## config.mk

```make
export PLATFORM = sky130hd
export DESIGN_NAME = pc_run_reg
export DESIGN_NICKNAME = d
export VERILOG_FILES = /design/src/rtl/pc_run_reg.sv
export SDC_FILE = /design/constraint.sdc
export NUM_CORES = 1
export LEC_CHECK = 0
export ABC_AREA = 0
export ABC_CLOCK_PERIOD_IN_PS = 3000
export BUFFER_PORTS_ARGS = -buffer_cell sky130_fd_sc_hd__buf_2
export CAP_MARGIN = 5
export CORE_UTILIZATION = 45
export DETAILED_ROUTE_END_ITERATION = 8
export GPL_ROUTABILITY_DRIVEN = 0
export PLACE_DENSITY = 0.71
export REMOVE_ABC_BUFFERS = 1
export SLEW_MARGIN = 20
export SYNTH_ARGS = -nofsm -noshare
export SYNTH_HDL_FRONTEND = slang
export SYNTH_SLANG_ARGS = --single-unit
```

## constraint.sdc

```tcl
create_clock -name clk -period 3 [get_ports clk]
set_input_delay 0.3 -clock clk [delete_from_list [all_inputs] [get_ports clk]]
set_output_delay 0.3 -clock clk [all_outputs]
set_load 0.1 [all_outputs]
```

## src/rtl/pc_run_reg.sv

```systemverilog
// Program-counter register with load/increment/hold and a BOOT/RUN/HALT control FSM.
// Optional sticky overflow flag output ovf when PC_STICKY_OVF_EN is defined.
module pc_run_reg #(
  parameter int unsigned WIDTH     = 8,
  parameter int unsigned RESET_VEC = 0,
  parameter int unsigned STEP      = 1
) (
  input  logic             clk,
  input  logic             clrbar,
  input  logic             ld,
  input  logic [WIDTH-1:0] din,
  input  logic             inc,
  input  logic             halt,
  input  logic             resume,
  output logic [WIDTH-1:0] pc,
  output logic             running,
`ifdef PC_STICKY_OVF_EN
  output logic             ovf,
`endif
  output logic             wrap
);

  typedef enum logic [1:0] {
    BOOT = 2'b00,
    RUN  = 2'b01,
    HALT = 2'b10
  } state_t;

  localparam logic [WIDTH-1:0] RST_PC = WIDTH'(RESET_VEC);
  localparam logic [WIDTH-1:0] STEP_V = WIDTH'(STEP);

  state_t         state;
  logic           boot_seen;
  logic [WIDTH:0] inc_sum;

  // Extra top bit captures the carry out of bit WIDTH-1.
  assign inc_sum = {1'b0, pc} + {1'b0, STEP_V};

  // BOOT spends the first post-reset edge arming, and leaves for RUN on the next.
  always_ff @(posedge clk or negedge clrbar) begin
    if (!clrbar) begin
      state     <= BOOT;
      boot_seen <= 1'b0;
      pc        <= RST_PC;
      running   <= 1'b0;
      wrap      <= 1'b0;
`ifdef PC_STICKY_OVF_EN
      ovf       <= 1'b0;
`endif
    end else begin
      wrap <= 1'b0;
      case (state)
        BOOT: begin
          pc        <= RST_PC;
          boot_seen <= 1'b1;
          if (boot_seen) begin
            state   <= RUN;
            running <= 1'b1;
          end
        end
        RUN: begin
          if (halt) begin
            state   <= HALT;
            running <= 1'b0;
          end else if (ld) begin
            pc <= din;
`ifdef PC_STICKY_OVF_EN
            ovf <= 1'b0;
`endif
          end else if (inc) begin
            pc   <= inc_sum[WIDTH-1:0];
            wrap <= inc_sum[WIDTH];
`ifdef PC_STICKY_OVF_EN
            if (inc_sum[WIDTH]) ovf <= 1'b1;
`endif
          end
        end
        HALT: begin
          if (ld) begin
            pc <= din;
`ifdef PC_STICKY_OVF_EN
            ovf <= 1'b0;
`endif
          end
          if (resume && !halt) begin
            state   <= RUN;
            running <= 1'b1;
          end
        end
        default: begin
          state   <= BOOT;
          running <= 1'b0;
        end
      endcase
    end
  end

endmodule
```

; ---- Word level (Yosys, flattened, before mapping)
; Cells that the tools add are included.
[classes]
add_sub_neg = 1
n_eq_ne = 8
muxes = 17
reduce_logical = 6
[op_table]
columns = operator, count
row1 = 2-to-1 mux 8 bit, 4
row2 = one-hot mux 8 bit (3 select lines), 1
row3 = "!= test 2 bit, second input constant", 5
row4 = "adder 8 x 1 -> 9 bit, second input constant", 1
row5 = 2-to-1 mux 1 bit, 7
row6 = 2-to-1 mux 2 bit, 3
row7 = one-hot mux 2 bit (3 select lines), 1
row8 = AND reduction 4 bit, 1
row9 = "!= test 3 bit, second input constant", 1
row10 = one-hot mux 1 bit (3 select lines), 1
row11 = AND reduction 3 bit, 1
row12 = nonzero test 3 bit, 1
row13 = "equality test 2 x 1 -> 1 bit, second input constant", 1
row14 = "equality test 2 bit, second input constant", 1
row15 = zero test 2 bit, 1
row16 = logical AND 1 bit, 1
row17 = zero test 1 bit, 1
[totals]
regBits = 13
in_bits = 14
out_inout_bits = 10
elab_cells = 37

; ---- Longest topological paths before layout
; Gate-level depths: netlist (run 1).
[logic_depth]
word_depth = 5
mapped_depth = 7
depth_no_buf = 6

; ---- Worst setup path before layout (run 1)
; Ideal clock, no wire load.
[synth_path]
path_type = reg-to-reg
from = register pc[0]
to = register pc[3]
t_arrival_ns = 1.784
required_time_ns = 2.867
slack_ns = 1.083
path_stages_with_launch = 5
n_path_buf = 0
cell_sequence = dfrtp_1 nand3_1 and3_1 o31ai_1 o21ai_0
[synth_via]
elab_chain_len = 5
[synth_lines]
columns = item, line_no
row1 = start: declaration, 15  ; output logic [WIDTH-1:0] pc,
row2 = start signal: assignment, 66  ; pc <= din;
row3 = start signal: assignment, 71  ; pc <= inc_sum[WIDTH-1:0];
row4 = start signal: assignment, 80  ; pc <= din;
row5 = adder 8 x 1 -> 9 bit, 37  ; assign inc_sum = {1'b0, pc} + {1'b0, STEP_V};
row6 = 2-to-1 mux 8 bit, 70  ; end else if (inc) begin
row7 = 2-to-1 mux 8 bit, 65  ; end else if (ld) begin
row8 = 2-to-1 mux 8 bit, 62  ; if (halt) begin
row9 = one-hot mux 8 bit (3 select lines), 52  ; case (state)
; No other way between the ends. The select of a mux whose other input is x is not followed.
; A chain may end at the register's enable or synchronous reset.

; ---- Final worst setup path (run 1)
[layout_path]
from = register state[1]
to = register pc[1]
[layout_via]
elab_chain_len = 3
elab_cells_between_ends = 9
[layout_lines]
columns = item, line_no
row1 = start: declaration, 32  ; state_t state;
row2 = start signal: assignment, 42  ; state <= BOOT;
row3 = start signal: assignment, 57  ; state <= RUN;
row4 = start signal: assignment, 63  ; state <= HALT;
row5 = "equality test 2 x 1 -> 1 bit, or another cell as far along", 52
row6 = "!= test 3 bit (no line), or another cell as far along", -
row7 = AND reduction 4 bit (no line), -
; Several ways; a longest one is shown, not always the timed one.

==> summary.md, run 1 <==
| Metric | Value |
|---|---|
| Average via count per standard cell | approximately 5.7 |
| Dominant cell type by area after synthesis | sky130_fd_sc_hd__dfrtp_1 |
| Asr flop ratio synth | between 90% and 100% |
| Relative area change from synthesis to final layout | 21.3% |
| Most instantiated cells after synthesis | 13 x sky130_fd_sc_hd__dfrtp_1, 7 x sky130_fd_sc_hd__inv_1, 6 x sky130_fd_sc_hd__nand2_1, 6 x sky130_fd_sc_hd__o21ai_0 |
| Non-filler cells, final | approximately 140 |
| Top_reg_cell synth | sky130_fd_sc_hd__dfrtp_1 |
| Result of the run | complete, no violations |
| Pin count of the biggest net entering global routing | 14 |
| Kind of start point of the critical path | register |
| Compound-gate portion of the synthesized area | 26.2% |
| Detailed-route wire length | approximately 2.0 mm |
| Core Area | between 1500 and 2000 um2 |
| Sort of element at the end of the critical path | register |
| # hold bufs at CTS | 1 |
| Initial Utilization | 50.5% |
| Final worst path period need | roughly 1.9 ns |
| Post-detail-place hpwl | around 1.4 mm |
| Worst setup path class | register to register |
| Unrepaired setup endpoints after global routing | no |
| Setup repair bufs after CTS | 0 |
| Final number of hold-violating endpoints | 0 |
| Max Fclk | roughly 520 MHz |
| Clock-pin slew on the worst setup and hold paths | 0.08 ns |
| Total routing resource utilization after global routing | between 20% and 30% |
| Multiplexer share of the synthesized area | between 1 and 1.5% |
| Headroom to the max-slew limit | 56.9% |
| Accumulated negative setup slack | 0 ns |
| CP arrival | ~2.2 ns |
| CTS tree | done |
| Horizontal die dimension | roughly 44 um |
| Count of different cell masters after synthesis | 34 |
| Buffers added on ports | 23 |
| Area share of the largest cell type after synthesis | between 40% and 50% |
| CP required | between 3 and 4 ns |
| Initial antenna violation count | 0 |
| Number of fill cells in the layout | 144 |
| Mean instance size in the synthesized netlist | between 9 and 10 um2 |
| Final routed DRC violation total | 0 |
| Clock root cell | sky130_fd_sc_hd__clkbuf_4 |
| Depth of the CTS H-tree | 1 |
| Final worst clock skew | between 0.002 and 0.0025 ns |
| Synth top area cells | sky130_fd_sc_hd__dfrtp_1 40%, sky130_fd_sc_hd__ha_1 7.8%, sky130_fd_sc_hd__o21ai_0 3.7% |
| Diodes inserted | 0 |
| Crit-path max FO | 9 |
| Vias in the first global route | 773 |
| Number of vias after detailed routing | slightly below 800 |
| Number of enable flip-flop cells after synthesis | 0 |
| Max Transition Viols Final | 0 |
| Main combinational cell family by area after synthesis | compound AO/OA/AOI/OAI gates |
| Slew at the pin with the worst max-slew slack | between 0.6 and 0.7 ns |
| Worst hold path class | input port to register |
| Ports | 24 |
| Final-stage net count | approximately 130 |
| Clock Latency Late Sink | between 0.2 and 0.3 ns |
| Register area share after synthesis | 40.4% |
| Total setup violations reported at the end of the flow | 0 |
| Overall overflow remaining after global route | 0 |
| Gate count of the mapped netlist | 86 |
| Warning count from the yosys run | 0 |
| Number of register bits inferred by synthesis | 13 |
| Most frequently used cell type in the post-synthesis netlist | sky130_fd_sc_hd__dfrtp_1 |
| Starting DRC count in detailed routing | 13 |
| First-pass GRT wire length | 3.39 mm |
| Routed wire length per instance | about 15 um |
| Share of layout cells above drive strength 1 | between 20 and 30% |
| Floorplan die height | 44.3 um |
| Post-cts gate resize count | 0 |
| Flop-to-flop setup slack | around 1.1 ns |
| Number of violations of the max-capacitance limit | 0 |
| Post-synthesis xor/xnor area fraction | under 10% |
| Clock sinks | 13 |
| DRT antenna net count | 0 |
| Die outline area | between 1500 and 2000 um2 |
| Row Count | 14 |
| Synthesized-area fraction occupied by adder cells | between 7 and 8% |
| Placed insts | around 130 |
| Post-Synthesis Cell Area | 806 um2 |
| Longest Clk Path Bufs | 2 |
| Fraction of the mapped netlist area in simple logic gates | between 10% and 20% |
| Ratio of final minimum period to clock period | 64.5% |
| Number of buffers inserted during clock tree synthesis | 3 |
| Initial DRT Pass Iterations | 4 |
layout make-up:
cell class / count / area (um2) / area share (%)
Inverter: 7 / 26.3 / 2.69
Clock buffer: 4 / 26.3 / 2.69
Multi-Input combinational cell: 64 / 444 / 45.5
Timing Repair Buffer: 24 / 125 / 12.8
Tap cell: 24 / 30.0 / 3.07
Sequential cell: 13 / 325 / 33.3
metal layers:
layer  up-vias  global-route usage (%)  wire length [um]
met5         -                       0                 0
met4         0                    12.1                42
met3         7                    3.67                94
met2        23                    37.1               950
met1       366                    31.3               884
li1        385                       -                 -
per-stage QoR:
| step | cell area (um2) | utilization (%) | setup WS, ns | hold WS, ns |
|---|---|---|---|---|
| after floorplan | 796 | - | 1.08 | 0.00441 |
| after global placement | 941 | 59.0 | 1.08 | 0.204 |
| after detailed placement | 941 | 59.0 | 1.11 | 0.200 |
| after CTS | 977 | 61.3 | 1.09 | 0.264 |
| after global routing | 977 | 61.3 | 0.874 | 0.282 |
| final | 977 | 61.3 | 1.06 | 0.254 |
worst paths after layout:
check | startpoint | endpoint | cells after the start
max in group asynchronous | clrbar | pc[1] | 2
min in group asynchronous | clrbar | wrap | 2
worst max-delay path | state[1] | pc[1] | 6
worst min-delay path | inc | wrap | 3
worst min register to register | boot_seen | boot_seen | 1
worst max register to register | state[1] | pc[1] | 6
placed cells by master, fill, tap and decap left out, types with 2 or more instances in the layout:
cell | Yosys | final
sky130_fd_sc_hd__ha_1 | 5 | 5
sky130_fd_sc_hd__o2111ai_1 | 3 | 3
sky130_fd_sc_hd__dfrtp_1 | 13 | 13
sky130_fd_sc_hd__buf_2 | 2 | 23
sky130_fd_sc_hd__o21ai_0 | 6 | 6
sky130_fd_sc_hd__nor4_1 | 4 | 4
sky130_fd_sc_hd__inv_1 | 7 | 7
sky130_fd_sc_hd__o2bb2ai_1 | 2 | 2
sky130_fd_sc_hd__o211ai_1 | 3 | 3
sky130_fd_sc_hd__nand3_1 | 3 | 3
sky130_fd_sc_hd__nand2b_1 | 2 | 2
sky130_fd_sc_hd__clkbuf_4 | 0 | 3
sky130_fd_sc_hd__nand2_1 | 6 | 6
sky130_fd_sc_hd__a22oi_1 | 2 | 2
sky130_fd_sc_hd__or2_2 | 3 | 3
sky130_fd_sc_hd__a21oi_1 | 5 | 5
sky130_fd_sc_hd__nor3_1 | 2 | 2
cell families after synthesis:
group / count (synthesis)
xor+xnor: 1
simple gates: 27
buf+inv: 9
fa+ha+maj: 5
flops: 13
compound gates: 30
mux: 1
flip-flops by register name, indices dropped and copies added, names as in the netlist:
register,flops
wrap,1
running,1
boot_seen,1
state,2
pc,8
worst max-delay path, cell delays in order, from the launching register on:
cell and delay, ns:
sky130_fd_sc_hd__dfrtp_1 0.41, sky130_fd_sc_hd__inv_1 0.10, sky130_fd_sc_hd__ha_1 0.30, sky130_fd_sc_hd__nor2b_1 0.55, sky130_fd_sc_hd__a22oi_1 0.20, sky130_fd_sc_hd__nor3_1 0.16, sky130_fd_sc_hd__a22o_1 0.15
Power of run 1 is not shown: default switching activity piles up to over one toggle a cycle in this logic, so the estimate is an artifact.
==> inputs of run 2 (changes only) <==
Settings changed: ABC_CLOCK_PERIOD_IN_PS 3000 to 1700, CORE_UTILIZATION 45 to 44, PLACE_DENSITY 0.71 to 0.73.
Clock period 3 ns to 1.7 ns, I/O delays scaled along.
==> summary.md, run 2 (synthesized netlist as in run 1, its figures left out) <==
| Metric | Value |
|---|---|
| Ports | 24 (unchanged) |
| Flip-flop count of the largest register after layout | 8 (unchanged) |
| CTS tree | done (unchanged) |
| Max Fclk | 592 MHz (was 516 MHz) |
| Clock root cell | sky130_fd_sc_hd__clkbuf_4 (unchanged) |
| Total routing resource utilization after global routing | 21.5% (was 23.5%) |
| Depth of the CTS H-tree | 1 (unchanged) |
| Clock sinks | 13 (unchanged) |
| Longest Clk Path Bufs | 2 (unchanged) |
| Worst setup path class | register to register (unchanged) |
| Post-detail-place hpwl | 1.46 mm (was 1.44 mm) |
| Die outline area | 2010 um2 (was 1960 um2) |
| Number of buffers inserted during clock tree synthesis | 3 (unchanged) |
| Non-filler cells, final | 150 (was 136) |
| DP Area | 995 um2 (was 941 um2) |
| Vias in the first global route | 755 (was 773) |
| DRT antenna net count | 0 (unchanged) |
| Initial DRT Pass Iterations | 4 (unchanged) |
| Crit-path max FO | 7 (was 9) |
| Combined flip-flop and latch cell area | 325 um2 (unchanged) |
| Final instance area | 1120 um2 (was 977 um2) |
| Kind of start point of the critical path | register (unchanged) |
| Share of layout cells above drive strength 1 | 40.8% (was 28.6%) |
| Worst hold path class | input port to register (unchanged) |
| Final worst clock skew | 0.00750 ns (was 0.00231 ns) |
| Slew at the pin with the worst max-slew slack | 0.486 ns (was 0.647 ns) |
| Routed wire length per instance | 14.3 um (was 14.5 um) |
| Initial antenna violation count | 0 (unchanged) |
| Final routed DRC violation total | 0 (unchanged) |
| Result of the run | complete, no violations (unchanged) |
| Number of violations of the max-capacitance limit | 0 (unchanged) |
| Headroom to the max-slew limit | 67.8% (was 56.9%) |
| Row Count | 15 (was 14) |
| CP required | 1.86 ns (was 3.22 ns) |
| Max Transition Viols Final | 0 (unchanged) |
| Final-stage net count | 145 (was 132) |
| Floorplan die height | 44.8 um (was 44.3 um) |
| Detailed-route wire length | 2.14 mm (was 1.97 mm) |
| Final worst path period need | 1.69 ns (was 1.94 ns) |
| Relative area change from synthesis to final layout | 39.3% (was 21.3%) |
| CP arrival | 1.85 ns (was 2.16 ns) |
| Area of the multi-input gates | 487 um2 (was 444 um2) |
| Placed insts | 139 (was 131) |
| Most frequent cells in the layout | 23 x sky130_fd_sc_hd__buf_2, 13 x sky130_fd_sc_hd__dfrtp_1, 12 x sky130_fd_sc_hd__buf_4 (was 23 x sky130_fd_sc_hd__buf_2, 13 x sky130_fd_sc_hd__dfrtp_1, 7 x sky130_fd_sc_hd__inv_1) |
| Largest register by flop count | pc (unchanged) |
| Clock Latency Late Sink | 0.28 ns (about the same) |
| Post-layout utilization of the core | 65.0% (was 61.3%) |
| Initial Utilization | 46.7% (was 50.5%) |
| Total setup violations reported at the end of the flow | 0 (unchanged) |
| Ratio of final minimum period to clock period | 99.4% (was 64.5%) |
| Most frequent standard cell in the layout excluding fill and tap cells | sky130_fd_sc_hd__buf_2 (unchanged) |
| Buffers added on ports | 23 (unchanged) |
| First-pass GRT wire length | 3.11 mm (was 3.39 mm) |
| Overall overflow remaining after global route | 0 (unchanged) |
| Clock-pin slew on the worst setup and hold paths | 0.08 ns (about the same) |
| Number of fill cells in the layout | 156 (was 144) |
| Largest registers | pc (8), state (2) (unchanged) |
| Horizontal die dimension | 44.8 um (was 44.3 um) |
| Average via count per standard cell | 5.55 (was 5.74) |
| Pin count of the biggest net entering global routing | 14 (unchanged) |
| Diodes inserted | 0 (unchanged) |
| Sort of element at the end of the critical path | register (unchanged) |
| Starting DRC count in detailed routing | 8 (was 13) |
| Final number of hold-violating endpoints | 0 (unchanged) |
| Number of vias after detailed routing | 833 (was 781) |
| Core Area | 1730 um2 (was 1590 um2) |
run 2: final cells by class:
type / count / area share, %
clock buffers: 4 / 2.34
inverters: 7 / 2.34
multi-input cells: 64 / 43.4
flip-flops and latches: 13 / 29.0
well taps: 25 / 2.79
repair buffers: 37 / 20.2
run 2: repair_timing:
| item | 4_1_cts | 5_1_grt |
|---|---|---|
| hold buffers | 1 | 0 |
| gates resized for setup | 3 | 9 |
| pin swaps | 0 | 4 |
| setup buffers | 0 | 6 |
| setup endpoints to repair | 8 | 9 |
| endpoints found under the hold margin | 13 | 0 |
run 2: final timing paths:
kind	start	endpoint	slack (ns)	cells past startpoint
worst max-delay path	state[0]	pc[5]	0.01	6
worst min-delay path	inc	wrap	0.11	3
worst max register to register	state[0]	pc[5]	0.01	6
worst min register to register	boot_seen	boot_seen	0.47	1
max in group asynchronous	clrbar	pc[4]	1.16	2
min in group asynchronous	clrbar	wrap	0.30	2
run 2: through the flow:
stage	setup TNS [ns]	setup slack [ns]	hold slack, ns
2_1_floorplan	-0.913	-0.217	-0.126
3_3_place_gp	-0.0309	-0.0171	0.0796
3_5_place_dp	-0.495	-0.0849	0.0786
4_1_cts	0	0.0158	0.119
5_1_grt	-0.112	-0.0329	0.130
6_report	0	0.0102	0.115
run 2: worst max-delay path: stages (launching register included):
cell	delay (ns)
sky130_fd_sc_hd__dfrtp_1	0.40
sky130_fd_sc_hd__inv_2	0.08
sky130_fd_sc_hd__ha_1	0.23
sky130_fd_sc_hd__or2_2	0.34
sky130_fd_sc_hd__o21ai_4	0.19
sky130_fd_sc_hd__or3b_4	0.22
sky130_fd_sc_hd__o211ai_1	0.10
run 2: layer usage:
| layer | track usage, % | wire length [um] | share of wire (%) | up-vias |
|---|---|---|---|---|
| met5 | 0 | 0 | 0 | - |
| met3 | 2.80 | 94 | 4.4 | 7 |
| met2 | 37.6 | 1080 | 50 | 24 |
| met1 | 24.8 | 919 | 43 | 397 |
| met4 | 13.3 | 48 | 2.2 | 0 |
| li1 | - | - | - | 405 |
Power of run 2 is left out for the same reason.
==> inputs of run 3 (changes only) <==
Settings changed: ABC_CLOCK_PERIOD_IN_PS 1700 to 1350.
Clock period 1.7 ns to 1.35 ns, I/O delays scaled along.
==> summary.md, run 3 (synthesized netlist as in run 1, its figures left out) <==
| Metric | Value |
|---|---|
| Clock Latency Late Sink | 0.28 ns (about the same) |
| Clock sinks | 13 (unchanged) |
| Floorplan die height | 44.8 um (unchanged) |
| Most crowded layer after global routing | met2 (unchanged) |
| Pin count of the biggest net entering global routing | 14 (unchanged) |
| Final worst clock skew | 0.00591 ns (was 0.00750 ns) |
| Number of violations of the max-capacitance limit | 0 (unchanged) |
| Met3 track utilization from global routing | 6.40% (was 2.80%) |
| Min Hold Slack | 0.107 ns (was 0.115 ns) |
| Cell Chain, Critical Path | inv_2, ha_4, or2b_4, nor4_1, a21oi_1, o211ai_1 (was inv_2, ha_1, or2_2, o21ai_4, or3b_4, o211ai_1) |
| Reg2Reg Depth | 6 (unchanged) |
| Result of the run | finished with violations (was complete, no violations) |
| CTS tree | done (unchanged) |
| Routing usage on met1 | 30.4% (was 24.8%) |
| Core Area | 1730 um2 (unchanged) |
| Initial Utilization | 46.7% (unchanged) |
| Max Fclk | 611 MHz (was 592 MHz) |
| Unrepaired setup endpoints after global routing | yes |
| Starting DRC count in detailed routing | 17 (was 8) |
| Flip-flop count of the largest register after layout | 8 (unchanged) |
| Slew at the pin with the worst max-slew slack | 0.486 ns (about the same) |
| Post-detail-place hpwl | 1.63 mm (was 1.46 mm) |
| Detailed-route wire length | 2.37 mm (was 2.14 mm) |
| Placed insts | 148 (was 139) |
| Clock-pin slew on the worst setup and hold paths | 0.08 ns (about the same) |
| Ratio of final minimum period to clock period | 121% (was 99.4%) |
| Final-stage net count | 154 (was 145) |
| Fin worst setup slack | -0.286 ns (was 0.0102 ns) |
| Number of vias after detailed routing | 869 (was 833) |
| Total setup violations reported at the end of the flow | 11 (was 0) |
| Number of fill cells in the layout | 143 (was 156) |
| Hold path depth | 3 (unchanged) |
| Crit-path max FO | 8 (was 7) |
| CP arrival | 1.82 ns (was 1.85 ns) |
| Initial DRT Pass Iterations | 4 (unchanged) |
| Max Transition Viols Final | 0 (unchanged) |
| Largest register by flop count | pc (unchanged) |
| Overall overflow remaining after global route | 0 (unchanged) |
| Final routed DRC violation total | 0 (unchanged) |
| Met2 track utilization from global routing | 45.6% (was 37.6%) |
| Relative area change from synthesis to final layout | 58.4% (was 39.3%) |
| First-pass GRT wire length | 3.66 mm (was 3.11 mm) |
| DRT antenna net count | 0 (unchanged) |
| Failing checks | setup timing |
| Buffers added on ports | 23 (unchanged) |
| Headroom to the max-slew limit | 67.8% (about the same) |
| Kind of start point of the critical path | register (unchanged) |
| Average via count per standard cell | 5.47 (was 5.55) |
| Worst setup path class | register to register (unchanged) |
| Depth of the CTS H-tree | 1 (unchanged) |
| Most frequent standard cell in the layout excluding fill and tap cells | sky130_fd_sc_hd__buf_4 (was sky130_fd_sc_hd__buf_2) |
| Share of layout cells above drive strength 1 | 50.0% (was 40.8%) |
| Non-filler cells, final | 159 (was 150) |
| Cell type of the slowest stage on the worst timing path | sky130_fd_sc_hd__dfrtp_1 (unchanged) |
| Worst hold path class | input port to register (unchanged) |
| Combined flip-flop and latch cell area | 325 um2 (unchanged) |
| Largest registers | pc (8), state (2) (unchanged) |
| DP Area | 1090 um2 (was 995 um2) |
| Longest Clk Path Bufs | 2 (unchanged) |
| Most frequent cells in the layout | 21 x sky130_fd_sc_hd__buf_4, 19 x sky130_fd_sc_hd__buf_2, 13 x sky130_fd_sc_hd__dfrtp_1 (was 23 x sky130_fd_sc_hd__buf_2, 13 x sky130_fd_sc_hd__dfrtp_1, 12 x sky130_fd_sc_hd__buf_4) |
| Total routing resource utilization after global routing | 25.8% (was 21.5%) |
| Die outline area | 2010 um2 (unchanged) |
| Final number of hold-violating endpoints | 0 (unchanged) |
| Vias in the first global route | 838 (was 755) |
| Diodes inserted | 0 (unchanged) |
| Horizontal die dimension | 44.8 um (unchanged) |
| CP required | 1.54 ns (was 1.86 ns) |
| Sort of element at the end of the critical path | register (unchanged) |
| Final instance area | 1280 um2 (was 1120 um2) |
| Area of the multi-input gates | 538 um2 (was 487 um2) |
| Post-Place Setup Slack | -0.402 ns (was -0.0849 ns) |
| Final worst path period need | 1.64 ns (was 1.69 ns) |
| Ports | 24 (unchanged) |
| Number of buffers inserted during clock tree synthesis | 3 (unchanged) |
| Clock root cell | sky130_fd_sc_hd__clkbuf_4 (unchanged) |
| Routed wire length per instance | 14.9 um (was 14.3 um) |
| Initial antenna violation count | 0 (unchanged) |
| Delay of the slowest cell on the worst path | 0.40 ns (about the same) |
| Row Count | 15 (unchanged) |
[run 3: cell count changes in the layout (fill, tap and decap cells not counted), moves of 2 or more]
cell                       delta
sky130_fd_sc_hd__nor4_1       -3
sky130_fd_sc_hd__buf_4        +9
sky130_fd_sc_hd__clkbuf_4     +2
sky130_fd_sc_hd__nor4_2       +2
sky130_fd_sc_hd__buf_2        -4
sky130_fd_sc_hd__o21ai_0      -2
sky130_fd_sc_hd__buf_12       +2
[run 3: what timing repair did]
item,CTS,global route
hold buffers,1,0
endpoints found under the hold margin,13,0
gates cloned,0,0
pin swaps,7,5
resized for setup,15,11
setup endpoints to repair,12,12
setup buffers,4,2
[run 3: cell type report]
class	instances	share of cell area (%)
flip-flops and latches	13	25.5
well taps	25	2.45
inverters	7	2.06
multi-input cells	64	42.2
repair buffers	46	25.8
clock buffers	4	2.06
[run 3: final timing paths]
check / from / end / slack, ns
max: state[1] / pc[7] / -0.29
min: inc / wrap / 0.11
max reg2reg: state[1] / pc[7] / -0.29
min reg2reg: boot_seen / boot_seen / 0.47
max in group asynchronous: clrbar / pc[7] / 0.83
min in group asynchronous: clrbar / pc[3] / 0.28
[run 3: layer usage]
metal  part of all wire, %  routed length [um]
met4                   1.0                  24
met3                   3.9                  93
met1                    41                 970
met2                    54                1280
met5                     0                   0
[run 3: metrics by stage]
| stage | TNS [ns] | util (%) |
|---|---|---|
| final | -2.41 | 73.9 |
| after global routing | -3.41 | 73.9 |
| after CTS | -2.70 | 70.2 |
| after detailed placement | -3.82 | 63.3 |
| after global placement | -2.81 | 63.3 |
| after floorplan | -4.47 | - |
[run 3: critical path, delay by kind of cell, from the launching register on]
family	cells	cell delay, ns
AND/OR/NAND/NOR	2	0.56
flip-flops	1	0.40
AO/OA/AOI/OAI	2	0.26
adder cells (fa/ha/maj)	1	0.20
buffers and inverters	1	0.12
Power of run 3 is left out for the same reason.
